File: src/rtl/iodev_tx_scheduler_if.sv
// Bundle of the requester push port, CPU I/O port and iodev port seen by iodev_tx_scheduler.
// The slave modport is the scheduler's view; master is the view of whatever drives it.
interface iodev_tx_scheduler_if #(
  parameter int FIFO_DEPTH = 16
);
  localparam int LW = $clog2(FIFO_DEPTH) + 1;

  logic          push_valid;
  logic [7:0]    push_data;
  logic          push_ready;
  logic [LW-1:0] fifo_level;

  logic          cpu_en;
  logic [2:0]    cpu_write_enable;
  logic [23:0]   cpu_addr;
  logic [31:0]   cpu_data_in;
  logic [31:0]   cpu_data_out;
  logic          cpu_stall;

  logic          io_en;
  logic [2:0]    io_write_enable;
  logic [23:0]   io_addr;
  logic [31:0]   io_data_in;
  logic [31:0]   io_data_out;

  modport slave (
    input  push_valid, push_data, cpu_en, cpu_write_enable, cpu_addr, cpu_data_in, io_data_out,
    output push_ready, fifo_level, cpu_data_out, cpu_stall,
           io_en, io_write_enable, io_addr, io_data_in
  );

  modport master (
    output push_valid, push_data, cpu_en, cpu_write_enable, cpu_addr, cpu_data_in, io_data_out,
    input  push_ready, fifo_level, cpu_data_out, cpu_stall,
           io_en, io_write_enable, io_addr, io_data_in
  );
endinterface

File: src/rtl/iodev_tx_scheduler.sv
// Byte FIFO drained into the UART data register by a poll/write engine that shares the
// iodev port with the CPU; the CPU wins ties unless the engine has been starved STARVE_LIMIT cycles.
module iodev_tx_scheduler #(
  parameter int         FIFO_DEPTH   = 16,
  parameter int         STARVE_LIMIT = 8,
  parameter logic [3:0] STAT_ADDR    = 4'h3,
  parameter logic [3:0] DATA_ADDR    = 4'h2
) (
  input logic                 clk,
  input logic                 rst,
  iodev_tx_scheduler_if.slave bus
);
  localparam int AW = $clog2(FIFO_DEPTH);
  localparam int SW = $clog2(STARVE_LIMIT + 1);
  localparam logic [AW:0]   LVL_FULL   = (AW+1)'(FIFO_DEPTH);
  localparam logic [SW-1:0] STARVE_MAX = SW'(STARVE_LIMIT);

  localparam logic [1:0] ST_IDLE  = 2'd0;
  localparam logic [1:0] ST_POLL  = 2'd1;
  localparam logic [1:0] ST_WRITE = 2'd2;

  logic [7:0]    mem_q [FIFO_DEPTH];
  logic [AW-1:0] wr_ptr_q, wr_ptr_d, rd_ptr_q, rd_ptr_d;
  logic [AW:0]   level_q, level_d;
  logic [1:0]    state_q, state_d;
  logic [SW-1:0] starve_q, starve_d;
  logic          eng_req, eng_force, cpu_gnt, eng_gnt, push_fire, pop;

  assign bus.push_ready = (level_q != LVL_FULL);
  assign bus.fifo_level = level_q;
  assign push_fire      = bus.push_valid && bus.push_ready && !rst;

  // Engine is silenced during reset so the CPU sees a plain pass-through.
  assign eng_req       = !rst && ((state_q == ST_POLL) || (state_q == ST_WRITE));
  assign eng_force     = eng_req && (starve_q == STARVE_MAX);
  assign cpu_gnt       = bus.cpu_en && !eng_force;
  assign eng_gnt       = eng_req && !cpu_gnt;
  assign pop           = eng_gnt && (state_q == ST_WRITE);
  assign bus.cpu_stall = bus.cpu_en && eng_force;
  assign bus.cpu_data_out = cpu_gnt ? bus.io_data_out : '0;

  always_comb begin
    bus.io_en           = 1'b0;
    bus.io_write_enable = 3'b000;
    bus.io_addr         = '0;
    bus.io_data_in      = '0;
    if (cpu_gnt) begin
      bus.io_en           = 1'b1;
      bus.io_write_enable = bus.cpu_write_enable;
      bus.io_addr         = bus.cpu_addr;
      bus.io_data_in      = bus.cpu_data_in;
    end else if (eng_gnt) begin
      bus.io_en = 1'b1;
      if (state_q == ST_WRITE) begin
        bus.io_write_enable = 3'b100;
        bus.io_addr         = {20'b0, DATA_ADDR};
        bus.io_data_in      = {24'b0, mem_q[rd_ptr_q]};
      end else begin
        bus.io_addr = {20'b0, STAT_ADDR};
      end
    end
  end

  always_comb begin
    state_d = state_q;
    case (state_q)
      ST_IDLE:  if (level_q != '0) state_d = ST_POLL;
      ST_POLL: begin
        if (eng_gnt) begin
          if (level_q == '0)              state_d = ST_IDLE;
          else if (!bus.io_data_out[0])   state_d = ST_WRITE;
        end
      end
      ST_WRITE: if (eng_gnt) state_d = ST_POLL;
      default:  state_d = ST_IDLE;
    endcase

    starve_d = '0;
    if (eng_req && !eng_gnt)
      starve_d = (starve_q == STARVE_MAX) ? starve_q : starve_q + SW'(1);

    wr_ptr_d = wr_ptr_q + AW'(push_fire);
    rd_ptr_d = rd_ptr_q + AW'(pop);
    level_d  = level_q + (AW+1)'(push_fire) - (AW+1)'(pop);
  end

  always_ff @(posedge clk) begin
    if (rst) begin
      state_q  <= ST_IDLE;
      wr_ptr_q <= '0;
      rd_ptr_q <= '0;
      level_q  <= '0;
      starve_q <= '0;
    end else begin
      state_q  <= state_d;
      wr_ptr_q <= wr_ptr_d;
      rd_ptr_q <= rd_ptr_d;
      level_q  <= level_d;
      starve_q <= starve_d;
    end
  end

  always_ff @(posedge clk) begin
    if (push_fire) mem_q[wr_ptr_q] <= bus.push_data;
  end
endmodule

File: src/flat_wrapper.sv
// flat-port wrapper written by rule: the top's interface ports become plain ports
module iodev_tx_scheduler_flat 
#(
  parameter int         FIFO_DEPTH   = 16,
  parameter int         STARVE_LIMIT = 8,
  parameter logic [3:0] STAT_ADDR    = 4'h3,
  parameter logic [3:0] DATA_ADDR    = 4'h2
)
  (clk, rst, bus_push_valid, bus_push_data, bus_cpu_en, bus_cpu_write_enable, bus_cpu_addr, bus_cpu_data_in, bus_io_data_out, bus_push_ready, bus_fifo_level, bus_cpu_data_out, bus_cpu_stall, bus_io_en, bus_io_write_enable, bus_io_addr, bus_io_data_in);
  iodev_tx_scheduler_if #(.FIFO_DEPTH(FIFO_DEPTH)) bus_i ();
  input logic clk;
  input logic rst;
  input wire logic [$bits(bus_i.push_valid)-1:0] bus_push_valid;
  input wire logic [$bits(bus_i.push_data)-1:0] bus_push_data;
  input wire logic [$bits(bus_i.cpu_en)-1:0] bus_cpu_en;
  input wire logic [$bits(bus_i.cpu_write_enable)-1:0] bus_cpu_write_enable;
  input wire logic [$bits(bus_i.cpu_addr)-1:0] bus_cpu_addr;
  input wire logic [$bits(bus_i.cpu_data_in)-1:0] bus_cpu_data_in;
  input wire logic [$bits(bus_i.io_data_out)-1:0] bus_io_data_out;
  output wire logic [$bits(bus_i.push_ready)-1:0] bus_push_ready;
  output wire logic [$bits(bus_i.fifo_level)-1:0] bus_fifo_level;
  output wire logic [$bits(bus_i.cpu_data_out)-1:0] bus_cpu_data_out;
  output wire logic [$bits(bus_i.cpu_stall)-1:0] bus_cpu_stall;
  output wire logic [$bits(bus_i.io_en)-1:0] bus_io_en;
  output wire logic [$bits(bus_i.io_write_enable)-1:0] bus_io_write_enable;
  output wire logic [$bits(bus_i.io_addr)-1:0] bus_io_addr;
  output wire logic [$bits(bus_i.io_data_in)-1:0] bus_io_data_in;
  assign bus_i.push_valid = bus_push_valid;
  assign bus_i.push_data = bus_push_data;
  assign bus_i.cpu_en = bus_cpu_en;
  assign bus_i.cpu_write_enable = bus_cpu_write_enable;
  assign bus_i.cpu_addr = bus_cpu_addr;
  assign bus_i.cpu_data_in = bus_cpu_data_in;
  assign bus_i.io_data_out = bus_io_data_out;
  assign bus_push_ready = bus_i.push_ready;
  assign bus_fifo_level = bus_i.fifo_level;
  assign bus_cpu_data_out = bus_i.cpu_data_out;
  assign bus_cpu_stall = bus_i.cpu_stall;
  assign bus_io_en = bus_i.io_en;
  assign bus_io_write_enable = bus_i.io_write_enable;
  assign bus_io_addr = bus_i.io_addr;
  assign bus_io_data_in = bus_i.io_data_in;
  iodev_tx_scheduler #(.FIFO_DEPTH(FIFO_DEPTH), .STARVE_LIMIT(STARVE_LIMIT), .STAT_ADDR(STAT_ADDR), .DATA_ADDR(DATA_ADDR)) u_core (.clk(clk), .rst(rst), .bus(bus_i));
endmodule
File: config.mk
export PLATFORM = sky130hd
export DESIGN_NAME = iodev_tx_scheduler_flat
export DESIGN_NICKNAME = d
export VERILOG_FILES = /design/src/rtl/iodev_tx_scheduler_if.sv /design/src/rtl/iodev_tx_scheduler.sv /design/src/flat_wrapper.sv
export SDC_FILE = /design/constraint.sdc
export NUM_CORES = 1
export LEC_CHECK = 0
export ABC_AREA = 1
export CAP_MARGIN = 10
export CORE_MARGIN = 10
export CORE_UTILIZATION = 45
export DETAILED_ROUTE_END_ITERATION = 12
export GPL_TIMING_DRIVEN = 1
export MAX_ROUTING_LAYER = met4
export PLACE_DENSITY = 0.75
export RECOVER_POWER = 50
export SLEW_MARGIN = 20
export SYNTH_ARGS = -nofsm -noshare
export SYNTH_HDL_FRONTEND = slang
export SYNTH_SLANG_ARGS = --single-unit
File: constraint.sdc
create_clock -name clk -period 7.35 [get_ports clk]
set_input_delay 1.47 -clock clk [delete_from_list [all_inputs] [get_ports clk]]
set_output_delay 1.47 -clock clk [all_outputs]
set_load 0.02 [all_outputs]
==> Word level (Yosys, flattened, before mapping) <==
Memories as Yosys holds them, arrays and structs flattened. A register that Yosys moved wholly into a read port is not among the register bits.
Cells that the tools add are included.
{ "word_totals": {"mem_count": 1, "register_bits": 19, "output_inout_bits": 99, "ram_bits": 128} }
{ "memory_table": {"columns": ["memory", "words", "width", "read_ports", "rd_clocked_by_memory_dff", "wr", "line", "text"], "rows": [
  ["u_core.mem_q", 16, 8, 1, 1, 1, "iodev_tx_scheduler.sv:22", "logic [7:0] mem_q [FIFO_DEPTH];"]
]} }
{ "op_classes": {"addsub": 5, "n_reduce_logical": 19, "mux": 21, "n_bitwise": 1, "eq_ne": 8} }
{ "ops": {"columns": ["op", "count"], "rows": [
  ["2-to-1 mux 32 bit", 3],
  ["2-to-1 mux 24 bit", 2],
  ["2-to-1 mux 2 bit", 5],
  ["logical AND 1 bit", 9],
  ["2-to-1 mux 3 bit", 3],
  ["adder 4 x 1 -> 4 bit", 2],
  ["2-to-1 mux 8 bit", 1],
  ["!= test 2 x 1 -> 1 bit, second input constant", 3],
  ["case mux 2 bit (3 select lines)", 1],
  ["adder 5 x 1 -> 5 bit", 1],
  ["logical NOT 5 bit", 1],
  ["2-to-1 mux 1 bit", 5],
  ["!= test 5 bit, second input constant", 1],
  ["nonzero test 5 bit", 1],
  ["subtractor 5 x 1 -> 5 bit", 1],
  ["adder 4 x 1 -> 4 bit, second input constant", 1],
  ["equality test 4 bit, second input constant", 1],
  ["logical NOT 1 bit", 4],
  ["2-to-1 mux 4 bit", 1],
  ["AND reduction 4 bit", 1],
  ["!= test 3 bit, second input constant", 1],
  ["equality test 2 x 1 -> 1 bit, second input constant", 1],
  ["equality test 2 bit, second input constant", 1],
  ["logical NOT 2 bit", 1],
  ["3 further kinds", 3]
]} }

==> Longest topological paths before layout <==
{ "depth": {"ltp_word": 12, "depth_mapped": 14} }

==> Worst setup path after synthesis <==
No wires, ideal clock.
{ "synth_path": {"kind": "input to output", "from": "input port rst", "to": "output port bus_io_addr[0]", "path_slack_ns": 3.566, "t_arrival_ns": 2.314, "t_required_ns": 5.880, "stages": 3, "cell_sequence": "nor2_1 -> nand2_2 -> o21ai_0"} }
{ "synth_via": {"elab_chain_len": 9} }
{ "synth_lines": {"columns": ["item", "line", "text"], "rows": [
  ["start: declaration", "flat_wrapper.sv:12", "input logic rst;"],
  ["logical NOT 1 bit (*)", "iodev_tx_scheduler.sv:34", "assign eng_req = !rst && ((state_q == ST_POLL) || (state_q == ST_WRITE));"],
  ["logical AND 1 bit (*)", "iodev_tx_scheduler.sv:34", null],
  ["logical AND 1 bit", "iodev_tx_scheduler.sv:35", "assign eng_force = eng_req && (starve_q == STARVE_MAX);"],
  ["logical NOT 1 bit", "iodev_tx_scheduler.sv:36", "assign cpu_gnt = bus.cpu_en && !eng_force;"],
  ["logical AND 1 bit", "iodev_tx_scheduler.sv:36", null],
  ["logical NOT 1 bit", "iodev_tx_scheduler.sv:37", "assign eng_gnt = eng_req && !cpu_gnt;"],
  ["logical AND 1 bit", "iodev_tx_scheduler.sv:37", null],
  ["2-to-1 mux 24 bit", "iodev_tx_scheduler.sv:52", "end else if (eng_gnt) begin"],
  ["2-to-1 mux 24 bit (*)", "iodev_tx_scheduler.sv:47", "if (cpu_gnt) begin"],
  ["end: declaration", "flat_wrapper.sv:26", "output wire logic [$bits(bus_i.io_addr)-1:0] bus_io_addr;"]
]} }
Mark *: on every way between the ends. The rest lies on a longest branch, timed or not.

==> Final worst setup path <==
{ "layout_path": {"from": "input port rst", "to": "output port bus_io_data_in[7]"} }
{ "layout_via": {"elab_chain_len": 9} }
{ "layout_lines": {"columns": ["item", "line", "text"], "rows": [
  ["logical NOT 1 bit (*)", "iodev_tx_scheduler.sv:34", null],
  ["logical AND 1 bit (*)", "iodev_tx_scheduler.sv:34", null],
  ["logical AND 1 bit", "iodev_tx_scheduler.sv:35", null],
  ["logical NOT 1 bit", "iodev_tx_scheduler.sv:36", null],
  ["logical AND 1 bit", "iodev_tx_scheduler.sv:36", null],
  ["logical NOT 1 bit", "iodev_tx_scheduler.sv:37", null],
  ["logical AND 1 bit", "iodev_tx_scheduler.sv:37", null],
  ["2-to-1 mux 32 bit", "iodev_tx_scheduler.sv:52", null],
  ["2-to-1 mux 32 bit (*)", "iodev_tx_scheduler.sv:47", null],
  ["end: declaration", "flat_wrapper.sv:27", "output wire logic [$bits(bus_i.io_data_in)-1:0] bus_io_data_in;"]
]} }
Marks and branches as above.

==> summary.txt <==
CTS
  – Number of setup buffers added after CTS: 0
  – Hold bufs inserted after CTS: 0
  – Latest clock arrival within the worst-skew pair: 420 ps
  – Clock Root Buffer: sky130_fd_sc_hd__clkbuf_16
  – TritonCTS clock tree: yes
  – Clock buffer count from CTS: 17
  – Deepest level of the CTS H-tree: 4
  – Post-CTS clock slew at the launch and capture registers of the worst setup and hold paths: 50 ps
  – Count of clock tree sinks: 147
  – Max Buffers Root-to-Sink: 2
  – # resized after CTS: 0

Finish
  – Final Instance Area: 10080 um2
  – Finished Layout Cells: 1299
  – Fraction of final layout cells with drive strength greater than 1: 3.614%
  – Area added between synthesis and finish: 34.76%
  – Post-layout net count: 1186
  – Utilization after layout: 61.22%
  – Commonest non-fill, non-tap cell in the layout: sky130_fd_sc_hd__nand2_1
  – Most frequent cells in the layout: 213 x sky130_fd_sc_hd__nand2_1, 206 x sky130_fd_sc_hd__inv_1, 186 x sky130_fd_sc_hd__clkdlybuf4s50_1
  – Antenna cell count: 0

STA
  – Highest clock rate: 174.2 MHz
  – Setup violations, final: 0
  – Unrepaired setup endpoints after global routing: false
  – Worst-case hold slack: 463.4 ps
  – Setup Skew: 8.281 ps
  – Crit path setup slack, layout: 1609 ps
  – Actual slew at the worst max-slew pin: 988.1 ps
  – Period Utilization, post-route: 78.11%
  – Final Max Slew Viols: 0
  – Final count of hold timing violations: 0
  – Headroom to the max-slew limit: 33.88%
  – Min Clock Period, post-route: 5741 ps
  – Total negative setup slack: 0 ps

Routing
  – Initial drt markers: 614
  – Wire per inst: 16.45 um
  – Total via count in the routed design: 6085
  – Remaining antenna violation count: 0
  – Number of iterations in the first detailed-routing pass: 6
  – Vias per cell: 4.684
  – Post-route DRC: 0
  – Routed Wire Length: 21.36 mm

Placement
  – Placed Instances: 1267
  – Gpl congestion: 0.9272
  – Placed inst area: 9528 um2
  – Worst setup slack after placement: 1696 ps
  – PortBufs: 201
  – Placed wire-length estimate: 15.18 mm

Yosys
  – Number of instances in the synthesized netlist: 876
  – Unique cell type count in the Yosys netlist: 25
  – Sequential area share after synthesis: 56.47%
  – Flip-flop and latch count after synthesis: 147
  – Netlist Area Pre-Place: 7480 um2
  – Syn Area/Cell: 8.538 um2
  – Cell type contributing the most total cell area after synthesis: sky130_fd_sc_hd__edfxtp_1
  – Net count after synthesis: 996
  – Warning count from the yosys run: 0
  – Biggest area contributors in the synthesized netlist: sky130_fd_sc_hd__edfxtp_1 51%, sky130_fd_sc_hd__nand2_1 11%, sky130_fd_sc_hd__inv_1 10%
  – Synth top area share: 51.39%

Setup path
  – Arrival time of the worst setup path: 4270 ps
  – Critical path fanouts, max: 13
  – Kind of launch point of the worst setup path: primary input
  – Critical Setup Path Class: primary input to output pin
  – CP Data Required Time: 5880 ps
  – Category of the worst setup path capture point: output pin

Flow run
  – Max-cap violation count: 0

Die
  – Placeable core region: 16470 um2
  – Die H: 148.9 um
  – Standard-cell row count: 47
  – Number of primary I/O pins: 202
  – Die Footprint: 22180 um2
  – Starting density of the core: 45.43%
  – Die boundary width: 148.9 um

Power and ir drop
  – PwrDens: 217.1 nW/um2
  – Pwr Total: 2.188 mW
  – Worst VDD drop: 0.1694 mV
  – P_leak: 4.517 nW

Global routing
  – Vias in the first global route: 5541
  – Largest net degree at the start of global routing: 67
  – Overflow left after global routing: 0
  – Wire length of the first global-routing pass: 32.00 mm
  – Global router's overall resource usage: 19.08%
  – Antenna violations before repair: 0

Min path
  – Kind of path behind the tightest hold check: register to register

Run status
  – Result of the run: finished clean
cells by family (layout without fill, tap and decap cells):
family / after synthesis / count (layout) / share of synthesized area (%)
compound gates: 18 / 18 / 1.321
xor+xnor: 6 / 6 / 0.7026
fa+ha+maj: 17 / 17 / 2.944
buf+inv: 246 / 449 / 14.25
flops: 147 / 147 / 56.47
simple gates: 442 / 442 / 24.31
worst max-delay path: stages:
cell and delay (ps):
sky130_fd_sc_hd__dlygate4sd3_1 720, sky130_fd_sc_hd__nor2_1 250, sky130_fd_sc_hd__nand2_1 190, sky130_fd_sc_hd__nor2_1 790
sky130_fd_sc_hd__nand2_1 160, sky130_fd_sc_hd__nand2_1 90, sky130_fd_sc_hd__clkdlybuf4s50_1 610
power by group:
group	total [mW]	switching (mW)	internal, mW
combinational	0.421	0.234	0.187
clock	0.820	0.324	0.496
sequential	0.948	0.0166	0.932
registers in the layout (all words and copies together) (netlist names):
register               cells
u_core.mem_q             128
u_core.state_q             2
u_core.wr_ptr_q            4
u_core.rd_ptr_q            4
u_core.starve_q            4
u_core.bus.fifo_level      5
routing by layer:
layer | part of all wire, % | global-route usage, %
met5 | 0 | -
met4 | 1.3 | 4.612
met3 | 9.6 | 4.308
met2 | 50 | 31.36
met1 | 39 | 23.42
synthesized netlist by cell type:
cell,count
sky130_fd_sc_hd__a21oi_1,8
sky130_fd_sc_hd__ha_1,16
sky130_fd_sc_hd__nand3_1,108
sky130_fd_sc_hd__dfxtp_1,19
sky130_fd_sc_hd__buf_2,15
sky130_fd_sc_hd__clkinv_1,1
sky130_fd_sc_hd__o21ai_0,7
sky130_fd_sc_hd__nand4_1,2
sky130_fd_sc_hd__nand2_1,212
sky130_fd_sc_hd__edfxtp_1,128
sky130_fd_sc_hd__nor2_4,1
sky130_fd_sc_hd__buf_6,15
sky130_fd_sc_hd__nor2_1,116
sky130_fd_sc_hd__a21oi_2,1
sky130_fd_sc_hd__inv_1,206
sky130_fd_sc_hd__inv_2,5
sky130_fd_sc_hd__o21bai_1,2
sky130_fd_sc_hd__buf_4,3
sky130_fd_sc_hd__nand2_2,1
sky130_fd_sc_hd__clkbuf_1,1
sky130_fd_sc_hd__xnor2_1,4
sky130_fd_sc_hd__fa_1,1
sky130_fd_sc_hd__nand3_2,1
sky130_fd_sc_hd__xor2_1,2
sky130_fd_sc_hd__nor4_1,1
layout make-up:
| cell class | instances | area (um2) |
|---|---|---|
| fillers | 1349 | 6386 |
| inverters | 212 | 797.0 |
| repair buffers | 205 | 2038 |
| well taps | 220 | 275.3 |
| clock inverters | 14 | 138.9 |
| multi-input cells | 483 | 2176 |
| clock buffers | 18 | 429.2 |
| flip-flops and latches | 147 | 4225 |
path summary, 6_finish.rpt:
check	startpoint	endpoint	slack (ps)	cells past startpoint
setup / recovery	rst	bus_io_data_in[7]	1610	7
setup reg to reg	u_core.state_q[0]	u_core.bus.fifo_level[4]	3990	14
hold / removal	u_core.starve_q[0]	u_core.starve_q[0]	460	1
hold reg to reg	u_core.starve_q[0]	u_core.starve_q[0]	460	1
Note: power is estimated with default switching activity, not from simulation.
